--- config.mk ---
export PLATFORM = sky130hd
export DESIGN_NAME = store_drain_ctrl
export DESIGN_NICKNAME = d
export VERILOG_FILES = /design/src/rtl/store_drain_ctrl.sv
export SDC_FILE = /design/constraint.sdc
export NUM_CORES = 1
export LEC_CHECK = 0
export ABC_AREA = 1
export CAP_MARGIN = 20
export CORE_MARGIN = 1
export CORE_UTILIZATION = 40
export DETAILED_ROUTE_END_ITERATION = 16
export PLACE_DENSITY = 0.76
export REMOVE_ABC_BUFFERS = 1
export SLEW_MARGIN = 20
export SYNTH_ARGS = -nofsm -noshare
export SYNTH_HDL_FRONTEND = slang
export SYNTH_SLANG_ARGS = --single-unit
--- constraint.sdc ---
create_clock -name clk -period 3.2 [get_ports clk]
set_input_delay 0.32 -clock clk [delete_from_list [all_inputs] [get_ports clk]]
set_output_delay 0.32 -clock clk [all_outputs]
set_load 0.005 [all_outputs]
--- src/rtl/store_drain_ctrl.sv ---
// Retires committed stores from the circular store queue into the D-cache write port,
// one store at a time, yielding the port to loads at request entry.
module store_drain_ctrl #(
    parameter int unsigned SQ_INDEX     = 4,
    parameter int unsigned COMMIT_WIDTH = 4,
    parameter int unsigned CNT_W        = 3,
    parameter int unsigned ADDR_WIDTH   = 32,
    parameter int unsigned DATA_WIDTH   = 32
) (
    input  logic                  clk,
    input  logic                  rst_n,
    input  logic                  commit_valid,
    input  logic [CNT_W-1:0]      commit_store_count,
    input  logic [ADDR_WIDTH-1:0] sq_addr,
    input  logic [DATA_WIDTH-1:0] sq_data,
    input  logic                  load_req,
    input  logic                  mem_req_ready,
    input  logic                  mem_ack,
    output logic [SQ_INDEX-1:0]   drain_ptr,
    output logic                  mem_req_valid,
    output logic [ADDR_WIDTH-1:0] mem_req_addr,
    output logic [DATA_WIDTH-1:0] mem_req_data,
    output logic                  sq_release,
    output logic [SQ_INDEX-1:0]   release_idx,
    output logic [SQ_INDEX:0]     pending,
    output logic                  drain_empty,
    output logic                  overflow_err
);

    // Wide enough for a full queue plus the largest commit burst without wrapping.
    localparam int unsigned SumW = SQ_INDEX + CNT_W + 1;
    localparam logic [SumW-1:0] Cap = SumW'(2 ** SQ_INDEX);

    if ((2 ** CNT_W) <= COMMIT_WIDTH) begin : g_bad_cnt_w
        $error("CNT_W too narrow for COMMIT_WIDTH");
    end

    typedef enum logic [1:0] {StIdle, StReq, StWait} state_e;

    state_e                state_q, state_d;
    logic [SQ_INDEX:0]     pending_q, pending_d;
    logic                  overflow_q, overflow_d;
    logic [SQ_INDEX-1:0]   drain_ptr_q;
    logic [SQ_INDEX-1:0]   release_idx_q;
    logic                  release_q;
    logic                  req_valid_q;
    logic [ADDR_WIDTH-1:0] req_addr_q;
    logic [DATA_WIDTH-1:0] req_data_q;
    logic                  latch_req;
    logic                  ack_taken;
    logic [SumW-1:0]       commit_add;
    logic [SumW-1:0]       sum;

    always_comb begin
        state_d   = state_q;
        latch_req = 1'b0;
        unique case (state_q)
            StIdle: begin
                // Load priority is only consulted here; an issued request is never withdrawn.
                if (pending_q != '0 && !load_req) begin
                    state_d   = StReq;
                    latch_req = 1'b1;
                end
            end
            StReq: begin
                if (mem_req_ready) state_d = StWait;
            end
            StWait: begin
                if (mem_ack) state_d = StIdle;
            end
            default: state_d = StIdle;
        endcase
    end

    assign ack_taken  = (state_q == StWait) && mem_ack;
    assign commit_add = commit_valid ? SumW'(commit_store_count) : '0;
    assign sum        = SumW'(pending_q) + commit_add - SumW'(ack_taken);

    always_comb begin
        pending_d  = sum[SQ_INDEX:0];
        overflow_d = overflow_q;
        if (sum > Cap) begin
            pending_d  = Cap[SQ_INDEX:0];
            overflow_d = 1'b1;
        end
    end

    always_ff @(posedge clk) begin
        if (!rst_n) begin
            state_q       <= StIdle;
            pending_q     <= '0;
            overflow_q    <= 1'b0;
            drain_ptr_q   <= '0;
            release_idx_q <= '0;
            release_q     <= 1'b0;
            req_valid_q   <= 1'b0;
            req_addr_q    <= '0;
            req_data_q    <= '0;
        end else begin
            state_q     <= state_d;
            pending_q   <= pending_d;
            overflow_q  <= overflow_d;
            req_valid_q <= (state_d == StReq);
            release_q   <= ack_taken;
            if (latch_req) begin
                req_addr_q <= sq_addr;
                req_data_q <= sq_data;
            end
            if (ack_taken) begin
                release_idx_q <= drain_ptr_q;
                drain_ptr_q   <= drain_ptr_q + 1'b1;
            end
        end
    end

    assign drain_ptr     = drain_ptr_q;
    assign mem_req_valid = req_valid_q;
    assign mem_req_addr  = req_addr_q;
    assign mem_req_data  = req_data_q;
    assign sq_release    = release_q;
    assign release_idx   = release_idx_q;
    assign pending       = pending_q;
    assign overflow_err  = overflow_q;
    assign drain_empty   = (pending_q == '0) && (state_q == StIdle);

endmodule

==> flow_summary.toml, run 1 <==
[sta]
max_freq_mhz = 401
tightestPinTransition_ps = 960
setup_ws_ps = 704
rsz0062_at_grt = "false"
setup_viol = 0
tns_ps = 0
hold_ws_ps = 485
clock_skew_ps = 15.3
hold_viol_final = 0
period_share_pct = 78.0
fin_crit_ps = 2500
slew_headroom_pct = 36.0
slew_violations = 0

[global_route]
grt_pass1_vias = 2904
grt_use_total_pct = 20.5
antenna_found_initial = 0
grt_pass1_wl_mm = 13.7
overflow = 0
grt_max_degree = 67

[critical_path]
crit_type = "in2reg"
crit_chain = "clkdlybuf4s50_1 -> inv_1 -> nor3_1 -> ha_1 -> inv_1 -> ha_1 -> fa_1 -> inv_1 -> nand2_1 -> nor2_1 -> nand3_1 -> nand2_1 -> nand4_1 -> nor2_1"
slowest_stage = "clkdlybuf4s50_1"
critPathArrivalTime_ps = 2760
critPathMostFrequentCell = "inv_1"
cp_max_fo = 4
rr_startpoint = "state_q[1]"
cpPeakStageDelay_ps = 450
cp_top_family = "simple AND/OR/NAND/NOR gates"
r2r_end = "pending[2]"
endpoint = "pending[2]"
reg2reg_slack_ps = 790
end_kind = "register"
path_depth = 14
path_buf_inv = 4
critical_path_required_ps = 3460
worst-r2r-cell-count = 13
cp-start-kind = "input pin"
startpoint = "mem_ack"

[cts]
post_cts_buffers = 0
cts.sinks = 82
clk_path_buf_depth = 2
clkLatencyLatePin_ps = 340
htreeDepth = 3
post_cts_resized = 0
cts_buffers = 9
cts_root_buf = "clkbuf_8"
cts_tree = "built"
cts_hold_buf = 0
clk_pin_slew_ps = 80

[final_layout]
nFillCells = 694
nets = 641
final_layout_size_suffix_gt1_share_pct = 4.28
syn2layout_area_growth_pct = 54.9
utilization_pct = 63.9
antenna_cells = 0

[place]
numPortBuffers = 153
dp_hpwl_mm = 5.92
place_ws_ps = 400
routabilityCongestion = 0.844

[synthesis]
synth_area_um2 = 3190
yosysSeqAreaShare_pct = 51.5
synth_top_family_by_area = "simple AND/OR/NAND/NOR gates"
avgSynthCellArea_um2 = 7.76
synth_xor_xnor_area_share_pct = 0
synth_compound_area_share_pct = 13.2
synth_fa_ha_area_share_pct = 4.55
synth_simple_gate_area_share_pct = 23.1
netlist_instances = 411
yosysWarnings = 0
synthMuxAreaShare_pct = 0
ys_seq_elements = 82
synth_cell_type_count = 23

[detailed_routing]
drtIter0Drc = 117
ant_nets = 0
via_per_inst = 4.70
firstDrtPassIters = 5
drc = 0
via_count = 3119
detail_route.wl_per_cell_um = 12.7
wl_mm = 8.42

[power]
vdd_drop_max_v = 0.000565
pwr_density_cell_nw_per_um2 = 915
switchingPower_w = 0.00157
clkPwrFrac_pct = 16.5
p_seq_share_pct = 35.8
power_w = 0.00452
switching_share_pct = 34.7
p_leak_nw = 1.99
internal-power_w = 0.00295
power_frac_comb_pct = 47.7

[die]
pin_count = 154
die_h_um = 91.3
die-area_um2 = 8330
rows = 32
die_w_um = 91.3
core-area_um2 = 7730
start_util_pct = 41.3

[run]
max_cap_violations = 0

[min_path]
hold_path_class = "reg2reg"

[status]
status = "finished, final reports clean"
cells by family after synthesis:
kind of cell	Yosys count
DFF	82
buffers and inverters	49
adders and majority gates	11
AOI/OAI and AO/OA	84
and+or+nand+nor	185
cell type report:
type / instances / area [um^2] / share of cell area, %
flip-flops and latches: 82 / 1640 / 33.2
multi-input cells: 280 / 1300 / 26.3
clock buffers: 11 / 151 / 3.06
clock inverters: 4 / 48.8 / 0.988
repair buffers: 157 / 1570 / 31.8
inverters: 27 / 101 / 2.05
well taps: 102 / 128 / 2.58
state kept, by name (all words and copies together), names as in the netlist:
register	cells
sq_release	1
state_q	2
mem_req_addr	32
mem_req_data	32
drain_ptr	4
release_idx	4
mem_req_valid	1
pending	5
overflow_err	1
routing by layer:
layer	routed length, um	share of wire, %	vias up	track usage [%]
met5	0	0	-	0
met4	112	1.3	0	7.28
met3	581	6.9	10	4.61
met2	3970	47	105	34.5
met1	3750	45	1404	25.8
li1	-	-	1600	-
through the flow:
stage          instance area, um^2  cells
6_report                      4940    663
5_1_grt                       4940    663
4_1_cts                       4940    663
3_5_place_dp                  4740    648
3_3_place_gp                  4740    648
2_1_floorplan                 3040    389
worst register-to-register path: cells and delay by family (launching register included):
kind	cells	cell delay, ps
adder cells (fa/ha/maj)	3	890
AND/OR/NAND/NOR	7	910
flip-flops	1	350
buffers and inverters	3	220
power by group through the flow:
| stage | Sequential, W | Combinational (W) | Clock [W] |
|---|---|---|---|
| global route | 0.00167 | 0.00242 | 0.000813 |
| global placement | 0.00163 | 0.00213 | 0 |
| finish | 0.00162 | 0.00216 | 0.000744 |
| CTS | 0.00162 | 0.00218 | 0.000768 |
| floorplan | 0.00167 | 0.000961 | 0 |
| detailed placement | 0.00164 | 0.00217 | 0 |
cells in the final DEF, fill, tap and decap left out:
master | Yosys | final
buf_4 | 6 | 3
o21ai_0 | 51 | 51
nand2_1 | 22 | 22
inv_6 | 0 | 1
bufinv_16 | 0 | 1
nor2_2 | 1 | 1
nand2_2 | 1 | 1
ha_1 | 10 | 10
nand3b_1 | 1 | 1
nor3_2 | 1 | 1
buf_2 | 2 | 1
buf_12 | 0 | 1
and2_1 | 1 | 1
nand4_1 | 2 | 2
a21oi_1 | 13 | 13
nor3_1 | 2 | 2
clkdlybuf4s50_1 | 0 | 152
inv_1 | 26 | 26
dfxtp_1 | 82 | 82
fa_1 | 1 | 1
nor2_1 | 141 | 141
o21ai_1 | 20 | 20
nand3_1 | 13 | 13
clkbuf_8 | 0 | 11
inv_2 | 1 | 1
clkinv_2 | 0 | 2
worst min path at each step:
stage / cells past startpoint / to / startpoint
CTS: 2 / release_idx[0] / release_idx[0]
finish: 2 / mem_req_data[13] / mem_req_data[13]
detailed placement: 2 / release_idx[0] / release_idx[0]
global placement: 2 / release_idx[0] / release_idx[0]
global route: 2 / mem_req_addr[26] / mem_req_addr[26]
floorplan: 2 / pending[4] / rst_n
synthesized netlist by cell type, drive strengths merged:
cell / count / area, um^2
nand3b: 1 / 7.51
fa: 1 / 20.0
nor3: 3 / 20.0
buf: 14 / 115
clkbuf: 8 / 30.0
and2: 1 / 6.26
nand3: 13 / 65.1
inv: 27 / 101
nand2: 23 / 88.8
nand4: 2 / 12.5
o21ai: 71 / 355
ha: 10 / 125
nor2: 142 / 536
a21oi: 13 / 65.1
dfxtp: 82 / 1640
(Power assumes the default switching activity.)
==> run 2: changes to the inputs <==
Settings changed: CORE_UTILIZATION 40 to 37, PLACE_DENSITY 0.76 to 0.74.
Clock period 3.2 ns to 2.1 ns, I/O delays scaled along.
==> run 2 against run 1 <==
The run now ends with negative setup slack left. Wire length grew 3.1%. Non-clock buffer count grew 17. Combinational power grew 59%. Critical path depth shrank 1. First-iteration DRC count shrank 35%. Via count grew 1.5%. Global-route usage shrank 1.2 points. Critical path type is now reg2reg.
==> flow_summary.toml, run 2 (same netlist as run 1, synthesis figures left out) <==
[detailed_routing]
ant_nets = 0
detail_route.wl_per_cell_um = 12.7
via_per_inst = 4.63
firstDrtPassIters = 4
via_count = 3166
drtIter0Drc = 76
drc = 0
wl_mm = 8.68

[die]
pin_count = 154
rows = 33
start_util_pct = 38.4
die-area_um2 = 8990
die_h_um = 94.8
die_w_um = 94.8
core-area_um2 = 8300

[sta]
fin_crit_ps = 2220
max_freq_mhz = 450
period_share_pct = 106
clock_skew_ps = 6.06
hold_ws_ps = 432
slew_violations = 0
setup_ws_ps = -122
hold_viol_final = 0
setup_viol = 5
slew_headroom_pct = 56.5
rsz0062_at_grt = "true"
tightestPinTransition_ps = 652

[critical_path]
crit_chain = "inv_2 -> nor3_4 -> ha_1 -> inv_1 -> ha_2 -> fa_1 -> inv_1 -> nand2_1 -> nor2_1 -> nand3_1 -> nand2_1 -> nand4_1 -> nor2_1"
end_kind = "register"
crit_type = "reg2reg"
cp_top_family = "adder cells"
path_buf_inv = 3
critPathArrivalTime_ps = 2490
cpPeakStageDelay_ps = 410
critical_path_required_ps = 2370
cp_max_fo = 4
cp-start-kind = "register"
slowest_stage = "fa_1"

[place]
routabilityCongestion = 0.891
place_ws_ps = -566
numPortBuffers = 153
dp_hpwl_mm = 6.22
postPlaceCellArea_um2 = 4840

[final_layout]
nets = 658
utilization_pct = 61.6
nFillCells = 721
antenna_cells = 0
stdcell_area_um2 = 5110
syn2layout_area_growth_pct = 60.2
final_cell_mix = "clkdlybuf4s50_1, nor2_1, dfxtp_1"
final_layout_size_suffix_gt1_share_pct = 8.98
layout_commonest_cell = "clkdlybuf4s50_1"

[cts]
cts_buffers = 9
cts.sinks = 82
cts_tree = "built"
clkLatencyLatePin_ps = 330
htreeDepth = 3
cts_hold_buf = 0
cts_root_buf = "clkbuf_8"
clk_pin_slew_ps = 80
clk_path_buf_depth = 2

[global_route]
grt_pass1_wl_mm = 13.4
overflow = 0
grt_use_total_pct = 19.3
grt_pass1_vias = 2942
grt_max_degree = 40
antenna_found_initial = 0

[power]
power_w = 0.00689
p_leak_nw = 2.08
pwr_density_cell_nw_per_um2 = 1350
vdd_drop_max_v = 0.000680

[run]
max_cap_violations = 0

[status]
status = "complete, but fails checks"
violations = "negative setup slack"

[min_path]
hold_path_class = "in2reg"
## run 2: changes by cell type in the layout (fill, tap and decap cells not counted), sizes merged
cell,before,now
buf,5,22
clkinvlp,0,2
bufinv,1,0
clkinv,2,3
inv,28,27
## run 2: final timing paths
path	depth (start not counted)	endpoint	start	slack, ps
setup / recovery	13	pending[0]	state_q[1]	-120
hold / removal	3	pending[4]	rst_n	430
setup reg to reg	13	pending[0]	state_q[1]	-120
hold reg to reg	2	release_idx[0]	release_idx[0]	470
## run 2: per-layer routing
layer | track usage [%] | part of all wire [%] | vias up | wire (um)
met1 | 22.9 | 43 | 1409 | 3700
met3 | 5.96 | 8.3 | 13 | 719
met5 | 0 | 0 | - | 0
met2 | 32.1 | 48 | 108 | 4120
met4 | 8.08 | 1.5 | 0 | 134
li1 | - | - | 1636 | -
## run 2: cell type report
class,instances,area [um^2],area share [%]
clock buffers,11,141,2.77
clock inverters,5,30.0,0.588
inverters,27,101,1.98
multi-input cells,280,1340,26.2
flip-flops and latches,82,1640,32.2
well taps,105,131,2.57
repair buffers,174,1720,33.7
## run 2: power breakdown
group          leakage (nW)  internal (W)  switching, W
Combinational          1.32       0.00184       0.00159
Sequential            0.674       0.00216      0.000312
Clock                0.0851      0.000456      0.000531
## run 2: worst register-to-register path: stages, from the launching register on
cell and delay [ps]:
dfxtp_2 340, inv_2 50, nor3_4 200, ha_1 260
inv_1 60, ha_2 180, fa_1 410, inv_1 80
nand2_1 50, nor2_1 80, nand3_1 70, nand2_1 80
nand4_1 160, nor2_1 160
## run 2: per-stage QoR
step	std cells	TNS, ps
after floorplan	389	-2470
after global placement	661	-2550
after detailed placement	661	-3080
after CTS	688	-427
after global routing	684	-1330
final	684	-539
## run 2: what timing repair did
action / in CTS / in global routing
gates resized for setup: 10 / 5
setup endpoints to repair: 5 / 14
pin swaps: 8 / 8
buffers inserted: 11 / 0
==> run 3: changes to the inputs <==
Settings changed: REMOVE_ABC_BUFFERS 1 to default.
==> run 3 against run 2 <==
The flow still finishes with violations (negative setup slack). Total power up 4.1%. Non-clock buffer count is 5 lower. Global-route usage rose by 0.29 points. Worst setup slack worse by 25 ps. Highest routed layer unchanged. Combinational power is 1% higher. Critical path type unchanged. Sequential power about the same.
==> flow_summary.toml, run 3 (same netlist as run 1, synthesis figures left out) <==
[die]
die_w_um = 94.8
rows = 33
pin_count = 154
core-area_um2 = 8300
start_util_pct = 38.4
die_h_um = 94.8
die-area_um2 = 8990

[cts]
cts.sinks = 82
cts_tree = "built"
htreeDepth = 3
cts_hold_buf = 0
cts_root_buf = "clkbuf_8"
clk_pin_slew_ps = 80
clk_path_buf_depth = 2
clkLatencyLatePin_ps = 350
cts_buffers = 9

[final_layout]
syn2layout_area_growth_pct = 60.7
nFillCells = 731
stdcell_area_um2 = 5120
finalNonFillerCells = 679
multi_input_area_um2 = 1350
final_layout_size_suffix_gt1_share_pct = 8.19
final_cell_mix = "clkdlybuf4s50_1, nor2_1, dfxtp_1"
nets = 653
antenna_cells = 0
area.sequential_um2 = 1640
layout_commonest_cell = "clkdlybuf4s50_1"

[global_route]
grt_use_total_pct = 19.6
grt_pass1_vias = 2943
antenna_found_initial = 0
grt_pass1_wl_mm = 13.6
overflow = 0
grt_max_degree = 54

[place]
place_ws_ps = -533
routabilityCongestion = 0.875
dp_hpwl_mm = 6.43
postPlaceCellArea_um2 = 4860
placed_cells = 659
numPortBuffers = 153

[critical_path]
cp-start-kind = "register"
startpoint = "state_q[1]"
cp_max_fo = 4
critPathArrivalTime_ps = 2520
crit_type = "reg2reg"
critical_path_required_ps = 2370
rr_startpoint = "state_q[1]"
end_kind = "register"

[power]
switching_share_pct = 34.9
power_frac_comb_pct = 48.5
p_leak_nw = 2.06
pwr_density_cell_nw_per_um2 = 1400
internal-power_w = 0.00467
clkPwrFrac_pct = 17.1
switchingPower_w = 0.00250
p_seq_share_pct = 34.3
vdd_drop_max_v = 0.000632

[min_path]
min_from = "rst_n"
hold_path_class = "in2reg"

[status]
violations = "negative setup slack"
status = "complete, but fails checks"

[sta]
setup_viol = 5
fin_crit_ps = 2250
rsz0062_at_grt = "true"
hold_viol_final = 0
slew_violations = 0
period_share_pct = 107
max_freq_mhz = 445
slew_headroom_pct = 70.5
setup_ws_ps = -147
tns_ps = -545
tightestPinTransition_ps = 442
clock_skew_ps = 14.1
hold_ws_ps = 321

[detailed_routing]
via_count = 3192
via_per_inst = 4.70
ant_nets = 0
firstDrtPassIters = 4
detail_route.wl_per_cell_um = 13.4
drc = 0
drtIter0Drc = 61
wl_mm = 9.07

[run]
max_cap_violations = 0

[synthesis]
syn_nets = 495
## run 3: cell count changes in the layout (fill, tap and decap cells not counted), sizes merged
cell,delta
clkdlybuf4s50,-1
buf,-5
clkinvlp,-2
bufinv,+2
dlymetal6s2s,+1
## run 3: power groups by stage
stage | clock (W) | sequential (W) | combinational [W]
floorplan | 0 | 0.00254 | 0.00170
global placement | 0 | 0.00248 | 0.00336
detailed placement | 0 | 0.00250 | 0.00344
CTS | 0.00127 | 0.00247 | 0.00347
global route | 0.00134 | 0.00254 | 0.00385
finish | 0.00123 | 0.00246 | 0.00348
## run 3: repair_timing
item / 4_1_cts / 5_1_grt
buffers inserted: 3 / 1
gates resized for setup: 1 / 6
pin swaps: 6 / 5
endpoints found under the setup margin: 5 / 6
## run 3: area by class of cell
cell class | instances | area share [%]
Timing Repair Buffer | 169 | 32.9
Clock inverter | 5 | 1.54
Sequential cell | 82 | 32.1
Tap cell | 105 | 2.56
Multi-Input combinational cell | 280 | 26.3
Inverter | 27 | 1.98
Clock buffer | 11 | 2.56
## run 3: metrics by stage
stage / total power, W / utilization (%)
finish: 0.00717 / 61.7
CTS: 0.00721 / 61.5
detailed placement: 0.00594 / 58.6
global placement: 0.00584 / 58.6
global route: 0.00774 / 61.7
floorplan: 0.00424 / -
## run 3: path summary, 6_finish.rpt
check / endpoint / slack, ps / cells after the start
max: pending[3] / -150 / 13
min reg2reg: release_idx[0] / 470 / 2
max reg2reg: pending[3] / -150 / 13
min: pending[4] / 320 / 3
## run 3: worst max-delay path: stages, from the launching register on
cell and delay (ps):
dfxtp_2 340, inv_2 50, nor3_4 210, ha_4 230, inv_2 60, ha_4 130, fa_2 440, inv_2 70
nand2_1 40, nor2_1 90, nand3_1 80, nand2_1 90, nand4_1 180, nor2_1 160
## run 3: per-layer routing
metal | wire length (um) | GRT usage (%)
met1 | 3850 | 22.7
met2 | 4240 | 33.7
met3 | 817 | 6.52
met4 | 159 | 6.57
met5 | 0 | 0
